<file path="src/rtl/tree_lane_dispatcher.sv">
// Dual-lane issue front-end: buffers packet headers in a FIFO and issues up to two per
// cycle (oldest on lane 1), tagged with the root node latched while idle.
module tree_lane_dispatcher #(
  parameter int PACKET_WIDTH = 104,
  parameter int NODE_WIDTH   = 40,
  parameter int FIFO_DEPTH   = 8,
  parameter int CNT_WIDTH    = 32
) (
  input  logic                          clk,
  input  logic                          RSTn,
  input  logic                          enable,
  input  logic                          hold,
  input  logic [NODE_WIDTH-1:0]         cfg_root_node,
  input  logic [PACKET_WIDTH-1:0]       in_packet,
  input  logic                          in_valid,
  output logic                          in_ready,
  output logic [PACKET_WIDTH-1:0]       packet_out1,
  output logic [PACKET_WIDTH-1:0]       packet_out2,
  output logic                          data_valid_out1,
  output logic                          data_valid_out2,
  output logic [NODE_WIDTH-1:0]         node_out1,
  output logic [NODE_WIDTH-1:0]         node_out2,
  output logic                          busy,
  output logic [$clog2(FIFO_DEPTH):0]   fifo_level,
  output logic [CNT_WIDTH-1:0]          issued_cnt
);

  localparam int PTR_W = $clog2(FIFO_DEPTH);
  localparam int LVL_W = PTR_W + 1;

  typedef enum logic [1:0] {
    S_IDLE  = 2'd0,
    S_RUN   = 2'd1,
    S_DRAIN = 2'd2
  } state_t;

  state_t                  state_q, state_d;
  logic [NODE_WIDTH-1:0]   root_q, root_d;
  logic [PACKET_WIDTH-1:0] mem_q [FIFO_DEPTH];
  logic [PACKET_WIDTH-1:0] mem_d [FIFO_DEPTH];
  logic [PTR_W-1:0]        wr_ptr_q, wr_ptr_d;
  logic [PTR_W-1:0]        rd_ptr_q, rd_ptr_d;
  logic [LVL_W-1:0]        level_q, level_d;
  logic [PACKET_WIDTH-1:0] pkt1_q, pkt1_d, pkt2_q, pkt2_d;
  logic                    vld1_q, vld1_d, vld2_q, vld2_d;
  logic [NODE_WIDTH-1:0]   node1_q, node1_d, node2_q, node2_d;
  logic [CNT_WIDTH-1:0]    cnt_q, cnt_d;

  logic                    push_s;
  logic [1:0]              n_s;
  logic [PTR_W-1:0]        rd_ptr_nxt_s;

  // Ready depends only on registered state so there is no in_valid -> in_ready path.
  assign in_ready        = (state_q == S_RUN) && (level_q < LVL_W'(FIFO_DEPTH));
  assign busy            = (state_q != S_IDLE);
  assign fifo_level      = level_q;
  assign issued_cnt      = cnt_q;
  assign packet_out1     = pkt1_q;
  assign packet_out2     = pkt2_q;
  assign data_valid_out1 = vld1_q;
  assign data_valid_out2 = vld2_q;
  assign node_out1       = node1_q;
  assign node_out2       = node2_q;

  // Issue count, FIFO bookkeeping, lane data and counter update.
  always_comb begin
    push_s       = in_valid && in_ready;
    rd_ptr_nxt_s = rd_ptr_q + PTR_W'(1);
    mem_d        = mem_q;
    wr_ptr_d     = wr_ptr_q;
    rd_ptr_d     = rd_ptr_q;
    pkt1_d       = '0;
    pkt2_d       = '0;
    vld1_d       = 1'b0;
    vld2_d       = 1'b0;
    node1_d      = '0;
    node2_d      = '0;

    if ((state_q != S_IDLE) && !hold) begin
      if (level_q >= LVL_W'(2)) begin
        n_s = 2'd2;
      end else begin
        n_s = level_q[1:0];
      end
    end else begin
      n_s = 2'd0;
    end

    if (push_s) begin
      mem_d[wr_ptr_q] = in_packet;
      wr_ptr_d        = wr_ptr_q + PTR_W'(1);
    end else begin
      wr_ptr_d = wr_ptr_q;
    end

    if (n_s != 2'd0) begin
      vld1_d   = 1'b1;
      pkt1_d   = mem_q[rd_ptr_q];
      node1_d  = root_q;
      rd_ptr_d = rd_ptr_nxt_s;
    end else begin
      vld1_d = 1'b0;
    end

    // Second entry read through the incremented pointer so a pair straddling the wrap is ordered.
    if (n_s == 2'd2) begin
      vld2_d   = 1'b1;
      pkt2_d   = mem_q[rd_ptr_nxt_s];
      node2_d  = root_q;
      rd_ptr_d = rd_ptr_q + PTR_W'(2);
    end else begin
      vld2_d = 1'b0;
    end

    level_d = level_q + LVL_W'(push_s) - LVL_W'(n_s);
    cnt_d   = cnt_q + CNT_WIDTH'(n_s);
  end

  // Run/drain/idle sequencing and root latching.
  always_comb begin
    state_d = state_q;
    root_d  = root_q;
    case (state_q)
      S_IDLE: begin
        root_d = cfg_root_node;
        if (enable) begin
          state_d = S_RUN;
        end else begin
          state_d = S_IDLE;
        end
      end
      S_RUN: begin
        if (!enable) begin
          state_d = S_DRAIN;
        end else begin
          state_d = S_RUN;
        end
      end
      S_DRAIN: begin
        if (level_d == '0) begin
          state_d = S_IDLE;
        end else begin
          state_d = S_DRAIN;
        end
      end
      default: begin
        state_d = S_IDLE;
      end
    endcase
  end

  // State, FIFO and registered outputs; reset clears everything immediately.
  always_ff @(posedge clk or negedge RSTn) begin
    if (!RSTn) begin
      state_q  <= S_IDLE;
      root_q   <= '0;
      wr_ptr_q <= '0;
      rd_ptr_q <= '0;
      level_q  <= '0;
      pkt1_q   <= '0;
      pkt2_q   <= '0;
      vld1_q   <= 1'b0;
      vld2_q   <= 1'b0;
      node1_q  <= '0;
      node2_q  <= '0;
      cnt_q    <= '0;
      for (int i = 0; i < FIFO_DEPTH; i++) begin
        mem_q[i] <= '0;
      end
    end else begin
      state_q  <= state_d;
      root_q   <= root_d;
      wr_ptr_q <= wr_ptr_d;
      rd_ptr_q <= rd_ptr_d;
      level_q  <= level_d;
      pkt1_q   <= pkt1_d;
      pkt2_q   <= pkt2_d;
      vld1_q   <= vld1_d;
      vld2_q   <= vld2_d;
      node1_q  <= node1_d;
      node2_q  <= node2_d;
      cnt_q    <= cnt_d;
      mem_q    <= mem_d;
    end
  end

endmodule

</file>
<file path="config.mk">
export PLATFORM = sky130hd
export DESIGN_NAME = tree_lane_dispatcher
export DESIGN_NICKNAME = d
export VERILOG_FILES = /design/src/rtl/tree_lane_dispatcher.sv
export SDC_FILE = /design/constraint.sdc
export NUM_CORES = 2
export LEC_CHECK = 0
export ABC_AREA = 1
export CORE_ASPECT_RATIO = 2
export CORE_UTILIZATION = 40
export DETAILED_ROUTE_END_ITERATION = 10
export PLACE_DENSITY = 0.57
export SYNTH_ARGS = -nofsm -noshare
export SYNTH_HDL_FRONTEND = slang
export SYNTH_SLANG_ARGS = --single-unit
</file>
<file path="constraint.sdc">
create_clock -name clk -period 3.9 [get_ports clk]
set_clock_uncertainty 0.2 [all_clocks]
set_input_delay 0.78 -clock clk [delete_from_list [all_inputs] [get_ports clk]]
set_output_delay 0.78 -clock clk [all_outputs]
set_load 0.01 [all_outputs]
</file>
# Word-level counts from Yosys, hierarchy flattened
# Index checks and enable logic that the tools add are counted.
dict set report totals {
  regBits 1206
  word_cells 71
}
dict set report classes {
  muxes 23
  n_addsub 6
  reduce_logical 10
  bitwise_logic 3
  n_lt_le_gt_ge 6
  eq_ne 3
}
# operator count
set ops {}
lappend ops {{832-bit bitwise mux} 1}
lappend ops {{104-bit two-way mux} 7}
lappend ops {{104-bit binary-select mux with 3-bit select} 2}
lappend ops {{104-bit demux with 3-bit select} 1}
lappend ops {{40-bit two-way mux} 2}
lappend ops {{32-bit by 2-bit adder with 32-bit output} 1}
lappend ops {{4-bit greater-or-equal comparator, second input constant} 3}
lappend ops {{3-bit inverter with 4-bit output} 3}
lappend ops {{2-bit two-way mux} 4}
lappend ops {{3-bit by 1-bit adder with 3-bit output, second input constant} 2}
lappend ops {{3-bit two-way mux} 2}
lappend ops {{2-bit one-hot mux with 3 select lines} 1}
lappend ops {{2-bit nonzero test} 3}
lappend ops {{4-bit by 1-bit adder with 4-bit output} 1}
lappend ops {{2-bit equality test, second input constant} 2}
lappend ops {{4-bit by 2-bit greater-or-equal comparator with 1-bit output, second input constant} 1}
lappend ops {{1-bit logical AND} 4}
lappend ops {{4-bit logical NOT} 1}
lappend ops {{4-bit by 1-bit less-than comparator with 1-bit output, second input constant} 1}
lappend ops {{4-bit less-than comparator, second input constant} 1}
lappend ops {{4-bit by 2-bit subtractor with 4-bit output} 1}
lappend ops {{3-bit by 2-bit adder with 3-bit output, second input constant} 1}
lappend ops {{1-bit two-way mux} 3}
lappend ops {{2-bit by 1-bit equality test with 1-bit output, second input constant} 1}
lappend ops {{other kinds (2)} 2}

# Longest topological paths before layout
dict set report depth {
  ltp_word 8
  mapped_depth 17
  depth_no_buf 15
}

# Worst setup path after synthesis
# Ideal clock, no wire load.
dict set report synth_timing {
  path_type {input to register}
  from {in in_valid}
  to {reg state_q[1]}
  arrival_time_ns 3.262
  stages 14
  setup_time_ns 0.117
  slack_ns 0.321
  cell_sequence {inv_1 -> nor3_4 -> buf_2 -> clkbuf_1 -> inv_1 -> ha_1 -> inv_1 -> ha_1 -> fa_1 -> or2_2 -> nor2_1 -> nand3_1 -> nand2_1 -> nand2_1}
}
dict set report synth_between {
  elab_chain_len 6
}
# element line_no
set synth_rtl {}
lappend synth_rtl {{start, declared} 15} ;# input logic in_valid,
lappend synth_rtl {{1-bit logical AND} 67} ;# push_s = in_valid && in_ready;
lappend synth_rtl {{4-bit by 1-bit adder with 4-bit output} 115} ;# level_d = level_q + LVL_W'(push_s) - LVL_W'(n_s);
lappend synth_rtl {{4-bit by 2-bit subtractor with 4-bit output} 115}
lappend synth_rtl {{via level_d[1]} 43} ;# logic [LVL_W-1:0] level_q, level_d;
lappend synth_rtl {{4-bit logical NOT} 140} ;# if (level_d == '0) begin
lappend synth_rtl {{2-bit two-way mux} 140}
lappend synth_rtl {{2-bit one-hot mux with 3 select lines} 123} ;# case (state_q)
lappend synth_rtl {{via state_d[1]} 37} ;# state_t state_q, state_d;
lappend synth_rtl {{end signal, assigned} 171} ;# state_q <= state_d;
lappend synth_rtl {{end, declared} 37}
# The timed path passes the listed nets, and every way through them passes these cells.
# A chain may end at the register's enable or synchronous reset.

# Worst setup path in the final report
dict set report layout_timing {
  from {reg state_q[1]}
  to {out in_ready}
}
dict set report layout_between {
  elab_chain_len 2
}
# element line_no
set layout_rtl {}
lappend layout_rtl {{2-bit by 1-bit equality test with 1-bit output} 54} ;# assign in_ready = (state_q == S_RUN) && (level_q < LVL_W'(FIFO_DEPTH));
lappend layout_rtl {{1-bit logical AND} 54}
lappend layout_rtl {{end, declared} 16} ;# output logic in_ready,
# No other way between the ends.

==> flow_summary_export.csv <==
group,metric,value,unit
outcome,status,"complete, no violations",
placed_design,io_buffers,476,
sta,slew_viol_final,0,
setup_path,cp.required,2920,ps
power,vdd_drop_max,0.00164,V
global_routing,grt_util_met3,0.0345,
route,drt_first_pass_iters,6,
clock_network,numCtsBuffers,112,
placed_design,place_area,65600,um^2
clock_network,postCtsSetupBuffers,0,
global_routing,grt_pass1_vias,51700,
sta,post-route-min-period,3080,ps
clock_network,clkTransAtPathRegs,70,ps
placed_design,place_hpwl,112000,um
placed_design,dpl.cell_count,9825,
logic_synthesis,synthMostInstantiatedCell,"nand2_1",
setup_path,arrival,2100,ps
logic_synthesis,synth_area,58900,um^2
final_layout,final_cells,10000,
clock_network,clock_sinks,1206,
clock_network,cts-root-buf,"clkbuf_16",
route,drc,0,
route,routedWlPerCell,19.7,um
clock_network,cts_tree,"yes",
sta,hold_viol_final,0,
hold_path,hold_path_end,"mem_q[178]",
logic_synthesis,syn_nets,8033,
logic_synthesis,synth_largest_area_cell,"dfrtp_1",
floorplanning,io_pins,477,
logic_synthesis,ys_types,26,
hold_path,worstHoldStart,"mem_q[178]",
final_layout,regArea,30200,um^2
setup_path,cpMaxStageDelayCell,"clkdlybuf4s50_1",
placed_design,gp_congestion,0.833,
global_routing,grt_max_degree,214,
clock_network,htree_levels,3,
global_routing,antenna_found_initial,7,
route,dr_total_vias,52500,
sta,fin_crit_sh,0.789,
final_layout,drive_gt1_frac,0.0423,
clock_network,clock_latency,710,ps
global_routing,track_usage,0.265,
logic_synthesis,ys_warn_count,0,
floorplanning,core,146000,um^2
logic_synthesis,ys_async_sr_fraction,1.00,
sta,setup_tns,0,ps
route,ant_nets,0,
sta,max_freq,325,MHz
setup_path,critPathLaunchType,"flip-flop",
route,vias_per_cell,5.23,
setup_path,crit_type,"flip-flop to output port",
setup_path,rr_worst_depth,13,
sta,max_slew.worst_pin.slew,1030,ps
job,maxCapViolCount,0,
floorplanning,die-area,149000,um^2
setup_path,worst-path-max-fanout,3,
floorplanning,die_w,273,um
global_routing,grtUsageMet1,0.336,
clock_network,clock_tree.buffer_depth,3,
floorplanning,fp.dieH,545,um
route,drt_iter0_drc,4209,
global_routing,grt-busiest-layer,"met2",
setup_path,rr_startpoint,"state_q[1]",
final_layout,syn2layout_area_growth,18.3,%
setup_path,path_cells,"inv_1, nand2_1, nor2_1, clkdlybuf4s50_1",
sta,max-slew-margin-rel,0.313,
final_layout,final_area,69600,um^2
final_layout,fin_nets,8201,
setup_path,cpPeakStageDelay,580,ps
power,power,0.0622,W
logic_synthesis,synth_top_area_frac,0.513,
sta,setup_viol,0,
floorplanning,rows,198,
setup_path,crit_path_end_kind,"output port",
logic_synthesis,postSynthAreaPerCell,7.48,um^2
route,finalWirelength,198000,um
logic_synthesis,synth_area_leaders,"dfrtp_1 51%, nand2_1 14%, o21ai_0 10%",
logic_synthesis,synth_flop_cell,"dfrtp_1",
global_routing,use_met2,0.461,
final_layout,multi_input_area,23900,um^2
logic_synthesis,synth_seq_area_share,0.513,
power,power-per-cell-area,894,nW/um^2
setup_path,rrSetupSlack,880,ps
logic_synthesis,synth_edf_count,0,
setup_path,r2r-end,"state_q[1]",
global_routing,grt_pass1_wl,305000,um
logic_synthesis,synthCells,7872,
logic_synthesis,synthTopCellsByCount,"2142 x nand2_1, 1285 x nor2_1, 1206 x dfrtp_1, 1186 x o21ai_0, 705 x inv_1",
floorplanning,initial_core_util,0.404,
sta,rsz0062_at_grt,"no",
final_layout,fillers,14400,
global_routing,grt-ovfl-total,0,
hold_path,min_path_cells,2,
power,leakage,33.1,nW
hold_path,min_path_type,"flip-flop to flip-flop",
logic_synthesis,ys_seq_elements,1206,
-- cell usage in the layout (no fill, tap or decap), types with 3 or more instances in the layout --
cell / instances
inv_4: 3
o21ai_0: 1186
nand3b_1: 7
nand2_8: 6
clkbuf_8: 24
clkdlybuf4s50_1: 475
inv_6: 5
ha_1: 9
inv_1: 701
xor2_1: 12
clkbuf_16: 116
bufinv_16: 17
nand3_1: 434
dfrtp_1: 1203
nand2_1: 2141
clkinv_2: 24
buf_4: 69
buf_12: 57
dfrtp_4: 3
clkbuf_1: 11
clkinvlp_4: 8
xnor2_1: 5
nor2_1: 1284
o211ai_1: 312
-- cell families after synthesis --
logic type | synth area share
AND/OR/NAND/NOR | 0.258
AO/OA/AOI/OAI | 0.141
flip-flops | 0.513
XOR/XNOR | 0.00280
adder cells (fa/ha/maj) | 0.00280
buffers and inverters | 0.0833
-- final cells by class --
type | instances | area share
clock buffers | 151 | 0.0470
diodes | 2 | 0.0000719
clock inverters | 54 | 0.0107
well taps | 1900 | 0.0341
repair buffers | 602 | 0.0923
multi-input cells | 5411 | 0.344
flip-flops and latches | 1206 | 0.434
inverters | 707 | 0.0385
-- registers in the layout (all words and copies together) (netlist names) --
signal,cells
fifo_level,4
issued_cnt,32
root_q,40
node_out2,40
packet_out1,104
data_valid_out1,1
wr_ptr_q,3
rd_ptr_q,3
node_out1,40
data_valid_out2,1
packet_out2,104
mem_q,832
state_q,2
-- metal layers --
| layer | part of all wire | vias to the layer above |
|---|---|---|
| li1 | - | 25200 |
| met1 | 0.42 | 25300 |
| met2 | 0.49 | 1693 |
| met3 | 0.056 | 330 |
| met4 | 0.033 | 6 |
| met5 | 0.00021 | - |
-- power by group --
part           switching, W  internal, W  total, W
clock network       0.00510      0.00700    0.0121
logic                0.0184       0.0104    0.0288
registers           0.00359       0.0177    0.0213
total                0.0271       0.0351    0.0622
-- worst max-delay path by stage --
stage                     from        endpoint  slack, ps  cells after the start
floorplan             in_valid      state_q[1]        320                     14
global placement          hold  issued_cnt[18]        210                     12
detailed placement        hold  issued_cnt[26]        220                     14
CTS                 state_q[1]        in_ready        750                      4
global route        state_q[0]  issued_cnt[26]        650                     14
finish              state_q[1]        in_ready        820                      4
-- timing repair --
action | in CTS | in global routing
endpoints found under the hold margin | 67 | 0
gates resized for setup | 0 | 0
hold buffers | 1 | 0
-- metrics by stage --
step	util	hold WS, ps	worst slack [ps]
2_1_floorplan	-	241	321
3_3_place_gp	0.450	266	214
3_5_place_dp	0.450	273	224
4_1_cts	0.478	289	751
5_1_grt	0.478	301	648
6_report	0.478	285	822
-- critical path, delay by kind of cell (launching register included) --
family	cells	cell delay, ps
flip-flops	1	420
AND/OR/NAND/NOR	2	290
buffers and inverters	2	680
Power figures use the tool's default switching activity.
